`config.mk`:
```
export PLATFORM = sky130hd
export DESIGN_NAME = muldiv_unit
export DESIGN_NICKNAME = d
export VERILOG_FILES = /design/src/rtl/muldiv_unit.sv
export SDC_FILE = /design/constraint.sdc
export NUM_CORES = 1
export LEC_CHECK = 0
export CORE_UTILIZATION = 48
export CTS_CLUSTER_DIAMETER = 120
export DETAILED_ROUTE_END_ITERATION = 8
export PLACE_DENSITY = 0.79
export SLEW_MARGIN = 20
export SYNTH_ARGS = -nofsm -noshare
export SYNTH_HDL_FRONTEND = slang
export SYNTH_SLANG_ARGS = --single-unit
```
`constraint.sdc`:
```
create_clock -name i_clk -period 7.6 [get_ports i_clk]
set_input_delay 0.76 -clock i_clk [delete_from_list [all_inputs] [get_ports i_clk]]
set_output_delay 0.76 -clock i_clk [all_outputs]
set_load 0.05 [all_outputs]
```
`src/rtl/muldiv_unit.sv`:
```
// Iterative RV32M-style multiply/divide unit: radix-2 shift-add multiply and
// restoring divide on operand magnitudes, one bit per cycle, valid/ready handshake.
module muldiv_unit #(
    parameter int unsigned XLEN = 32
) (
    input  logic            i_clk,
    input  logic            i_rst_n,
    input  logic            i_valid,
    output logic            o_ready,
    input  logic [2:0]      i_funct3,
    input  logic [XLEN-1:0] i_rs1,
    input  logic [XLEN-1:0] i_rs2,
    input  logic [4:0]      i_rd,
    input  logic            i_flush,
    output logic            o_valid,
    input  logic            i_ready,
    output logic [XLEN-1:0] o_result,
    output logic [4:0]      o_rd,
    output logic            o_busy
);

    localparam int unsigned     CW       = $clog2(XLEN + 1);
    localparam logic [CW-1:0]   LAST     = CW'(XLEN);
    localparam logic [XLEN-1:0] MOST_NEG = {1'b1, {(XLEN-1){1'b0}}};

    typedef enum logic [1:0] {
        IDLE = 2'd0,
        CALC = 2'd1,
        DONE = 2'd2
    } state_t;

    state_t              state_q;
    logic [2:0]          funct3_q;
    logic [4:0]          rd_q;
    logic [XLEN-1:0]     opnd_q;
    logic [2*XLEN-1:0]   acc_q;
    logic [CW-1:0]       cnt_q;
    logic                neg_q;
    logic                rneg_q;
    logic                bypass_q;
    logic [XLEN-1:0]     result_q;

    logic                is_div;
    logic                rs1_signed;
    logic                rs2_signed;
    logic                rs1_neg;
    logic                rs2_neg;
    logic                div_zero;
    logic                div_ovf;
    logic [XLEN-1:0]     rs1_mag;
    logic [XLEN-1:0]     rs2_mag;

    always_comb begin
        is_div     = i_funct3[2];
        rs1_signed = is_div ? ~i_funct3[0] : (i_funct3[1:0] != 2'b11);
        rs2_signed = is_div ? ~i_funct3[0] : ~i_funct3[1];
        rs1_neg    = rs1_signed & i_rs1[XLEN-1];
        rs2_neg    = rs2_signed & i_rs2[XLEN-1];
        rs1_mag    = rs1_neg ? -i_rs1 : i_rs1;
        rs2_mag    = rs2_neg ? -i_rs2 : i_rs2;
        div_zero   = is_div && (i_rs2 == '0);
        div_ovf    = is_div && ~i_funct3[0] && (i_rs1 == MOST_NEG) && (i_rs2 == '1);
    end

    // acc_q holds {hi, lo}: product accumulator / multiplier for MUL*,
    // partial remainder / dividend-shifting-into-quotient for DIV*/REM*.
    logic [XLEN:0]       mul_sum;
    logic [XLEN:0]       div_shift;
    logic [XLEN:0]       div_diff;
    logic [2*XLEN-1:0]   step_d;

    always_comb begin
        mul_sum   = {1'b0, acc_q[2*XLEN-1:XLEN]} + (acc_q[0] ? {1'b0, opnd_q} : '0);
        div_shift = acc_q[2*XLEN-1:XLEN-1];
        div_diff  = div_shift - {1'b0, opnd_q};
        if (!funct3_q[2]) begin
            step_d = {mul_sum, acc_q[XLEN-1:1]};
        end else if (!div_diff[XLEN]) begin
            step_d = {div_diff[XLEN-1:0], acc_q[XLEN-2:0], 1'b1};
        end else begin
            step_d = {div_shift[XLEN-1:0], acc_q[XLEN-2:0], 1'b0};
        end
    end

    logic [2*XLEN-1:0]   prod;
    logic [XLEN-1:0]     quo;
    logic [XLEN-1:0]     rem;
    logic [XLEN-1:0]     result_d;

    always_comb begin
        prod = neg_q ? -acc_q : acc_q;
        quo  = acc_q[XLEN-1:0];
        rem  = acc_q[2*XLEN-1:XLEN];
        // Special-case divides are preloaded with their final raw values.
        if (!bypass_q) begin
            if (neg_q) begin
                quo = -acc_q[XLEN-1:0];
            end
            if (rneg_q) begin
                rem = -acc_q[2*XLEN-1:XLEN];
            end
        end
        case (funct3_q)
            3'b000:                 result_d = prod[XLEN-1:0];
            3'b001, 3'b010, 3'b011: result_d = prod[2*XLEN-1:XLEN];
            3'b100, 3'b101:         result_d = quo;
            default:                result_d = rem;
        endcase
    end

    always_ff @(posedge i_clk or negedge i_rst_n) begin
        if (!i_rst_n) begin
            state_q  <= IDLE;
            funct3_q <= '0;
            rd_q     <= '0;
            opnd_q   <= '0;
            acc_q    <= '0;
            cnt_q    <= '0;
            neg_q    <= 1'b0;
            rneg_q   <= 1'b0;
            bypass_q <= 1'b0;
            result_q <= '0;
        end else if (i_flush) begin
            state_q  <= IDLE;
            cnt_q    <= '0;
            result_q <= '0;
        end else begin
            case (state_q)
                IDLE: begin
                    if (i_valid) begin
                        funct3_q <= i_funct3;
                        rd_q     <= i_rd;
                        neg_q    <= rs1_neg ^ rs2_neg;
                        rneg_q   <= rs1_neg;
                        bypass_q <= div_zero | div_ovf;
                        opnd_q   <= is_div ? rs2_mag : rs1_mag;
                        // Bypassed ops start at the terminal count so CALC
                        // only spends its single result-forming cycle.
                        if (div_zero) begin
                            acc_q <= {i_rs1, {XLEN{1'b1}}};
                            cnt_q <= LAST;
                        end else if (div_ovf) begin
                            acc_q <= {{XLEN{1'b0}}, i_rs1};
                            cnt_q <= LAST;
                        end else begin
                            acc_q <= {{XLEN{1'b0}}, (is_div ? rs1_mag : rs2_mag)};
                            cnt_q <= '0;
                        end
                        state_q <= CALC;
                    end
                end
                CALC: begin
                    if (cnt_q == LAST) begin
                        result_q <= result_d;
                        state_q  <= DONE;
                    end else begin
                        acc_q <= step_d;
                        cnt_q <= cnt_q + CW'(1);
                    end
                end
                DONE: begin
                    if (i_ready) begin
                        result_q <= '0;
                        state_q  <= IDLE;
                    end
                end
                default: state_q <= IDLE;
            endcase
        end
    end

    assign o_ready  = (state_q == IDLE);
    assign o_valid  = (state_q == DONE);
    assign o_busy   = (state_q != IDLE);
    assign o_result = (state_q == DONE) ? result_q : '0;
    assign o_rd     = (state_q == DONE) ? rd_q : '0;

endmodule
```
==> results.md <==
* First-pass GRT wire length at 92,900 um
* Final Power at 4.87 mW
* Ys flop type: dfrtp_1
* Commonest non-fill, non-tap cell in the layout: nand2_1
* Number of DRC markers in iteration 0 at 2,559
* CTS tree: built
* Wire length per cell at 24.0 um
* Final hold violations at 0
* Layout Skew at 0.0156 ns
* Clk root buf: clkbuf_16
* Peak VDD IR at 0.000193 V
* CP Capture Type: register
* Dpl hpwl at 45,600 um
* Setup CP Type: register to register
* TNS Setup at 0 ns
* All-layer global routing usage at 36.8%
* Rel. slew slack at 34.3%
* # rows at 65
* NumNets Final at 2,273
* Post-CTS setup buffer count at 0
* CP Data Arrival Time at 4.82 ns
* MaxCap Viol Count at 0
* Clock Latency Late Sink at 0.45 ns
* Hold-fix buffers, CTS at 0
* # fillers at 2,971
* Most frequent cells in the layout: nand2_1, nor2_1, o21ai_0, a21oi_1, dfrtp_1
* Routability congestion estimate at 1.03
* Vias/cell at 6.73
* Resized cells post-CTS at 0
* DRC viols at 0
* CP cell instances: inv_1, ha_1, fa_1, nand2b_1, a21oi_1, o21ai_0, o31a_1, o31ai_1, xor2_4, buf_4, mux2_2, o22ai_1, nor3_1
* Sequential share of the synthesized area at 23.8%
* Max Fclk at 223 MHz
* Fin crit period at 4.49 ns
* Yosys warnings at 0
* Post-Syn Nets at 2,254
* Synth top area share at 23.8%
* Initial Util at 48.9%
* Clock Sink Count at 147
* Antenna viol nets, final at 0
* Pins Over Slew Limit at 0
* Cell area after synthesis at 0.0154 sq mm
* H-tree depth at 4
* RSZ-0062 raised after global routing: no
* EDFF count, synth at 0
* Layout area overhead at 12.6%
* Die X at 181 um
* Pleak at 7.08 nW
* Via count at 17,100
* Initial antenna violation count at 2
* Hold WC Path Type: input port to asynchronous set/reset pin
* Number of global-route vias before repair at 15,900
* Outcome: finished clean
* Share of layout cells above drive strength 1 at 5.29%
* Period Utilization, post-route at 59.1%
* CP max FO at 22
* Synth Register Bits at 147
* Setup-failing EPs final at 0
* Clock buffer depth at 2
* DRT Pass-1 Iters at 6
* Crit path required time at 7.93 ns
* Top Ports at 117
* Clk pin slew, worst setup/hold paths at 0.07 ns
* Crit-path max cell delay at 0.54 ns
* Yosys top cell by area: dfrtp_1
* Drt total wl at 61,000 um
* Syn_area_per_cell at 7.33 sq um
* R2R cell count at 13
* Worst setup SP type: register
* CTS Buf Count at 17
* DIE AREA at 0.0329 sq mm
* Port Buffer Count at 116
* GRT overflow at 0
* Fraction of registers with async set/reset at 100%
* Tightest Pin Transition at 0.975 ns
* Core area at 0.0316 sq mm
* Distinct cells, synth at 77
* Max stage delay cell, worst path: xor2_4
* Largest net degree at the start of global routing at 83
* Pwr dens at 281 mW/mm^2
* Die Y at 181 um
* Syn Inst Count at 2,104
* Synth top area cells: dfrtp_1, a21oi_1, o21ai_0
[cell usage after synthesis, drive strengths merged (24+ instances only)]
master	n
nand2	254
nor2	208
o21ai	202
a21oi	199
dfrtp	147
clkbuf	121
xnor2	92
xor2	83
ha	71
inv	65
and2	49
nor3	49
mux2i	39
a211oi	34
nand3	32
o31ai	31
a21o	30
or4	27
or3	24
[worst paths after layout]
| path | startpoint | endpoint | slack (ns) |
|---|---|---|---|
| worst min-delay path | i_rst_n | result_q[24] | 0.38 |
| worst max register to register | acc_q[31] | acc_q[48] | 3.11 |
| min in group i_clk | rd_q[1] | rd_q[1] | 0.47 |
| worst min register to register | rd_q[1] | rd_q[1] | 0.47 |
| worst max-delay path | acc_q[31] | acc_q[48] | 3.11 |
| max in group asynchronous | i_rst_n | funct3_q[2] | 5.75 |
[flip-flops by register name, indices dropped and copies added (netlist names)]
name and cells:
bypass_q 1, result_q 32, acc_q 64, neg_q 1
funct3_q 3, rneg_q 1, cnt_q 6, state_q 2
opnd_q 32, rd_q 5
[report_power, final]
group	switching, mW	internal, mW	total [mW]
sequential	0.351	0.906	1.26
combinational	1.66	1.06	2.72
clock	0.399	0.494	0.893
[critical path, delay by kind of cell (launching register included)]
kind	cells	cell delay [ns]
adder cells (fa/ha/maj)	2	0.63
AND/OR/NAND/NOR	2	0.26
flip-flops	1	0.47
XOR/XNOR	1	0.54
AO/OA/AOI/OAI	5	1.59
buffers and inverters	2	0.51
multiplexers	1	0.37
[cells by family (layout without fill, tap and decap cells)]
logic type               after synthesis  after routing  share of synthesized area [%]
other                                  0              2                              0
buffers and inverters                206            238                           5.17
adder cells (fa/ha/maj)               73             73                           6.02
XOR/XNOR                             175            175                           9.94
AO/OA/AOI/OAI                        698            698                           28.3
multiplexers                          58             58                           3.92
AND/OR/NAND/NOR                      747            747                           22.8
flip-flops                           147            147                           23.8
[cell type report]
type | count | area (sq um) | area share [%]
Antenna cell | 2 | 5.00 | 0.0288
Clock buffer | 18 | 429 | 2.47
Clock inverter | 14 | 166 | 0.958
Inverter | 66 | 248 | 1.43
Multi-Input combinational cell | 1751 | 11000 | 63.3
Sequential cell | 147 | 3680 | 21.2
Tap cell | 402 | 503 | 2.90
Timing Repair Buffer | 140 | 1340 | 7.70
[layer usage]
metal	up-vias	track usage [%]	wire length (um)
met5	-	1.63	74
met4	2	22.1	3880
met3	222	7.54	6770
met2	1174	55.7	26700
met1	8055	48.1	23700
li1	7653	-	-
[stage by stage]
| step | instances | worst slack (ns) | util, % | hold WS [ns] | area (sq um) |
|---|---|---|---|---|---|
| after floorplan | 2104 | 3.98 | - | 0.437 | 15400 |
| after global placement | 2506 | 3.28 | 53.1 | 0.450 | 16800 |
| after detailed placement | 2506 | 3.18 | 53.1 | 0.456 | 16800 |
| after CTS | 2538 | 3.18 | 55.0 | 0.409 | 17400 |
| after global routing | 2538 | 2.82 | 55.0 | 0.441 | 17400 |
| final | 2540 | 3.11 | 55.0 | 0.379 | 17400 |
Note: power is estimated with default switching activity, not from simulation.
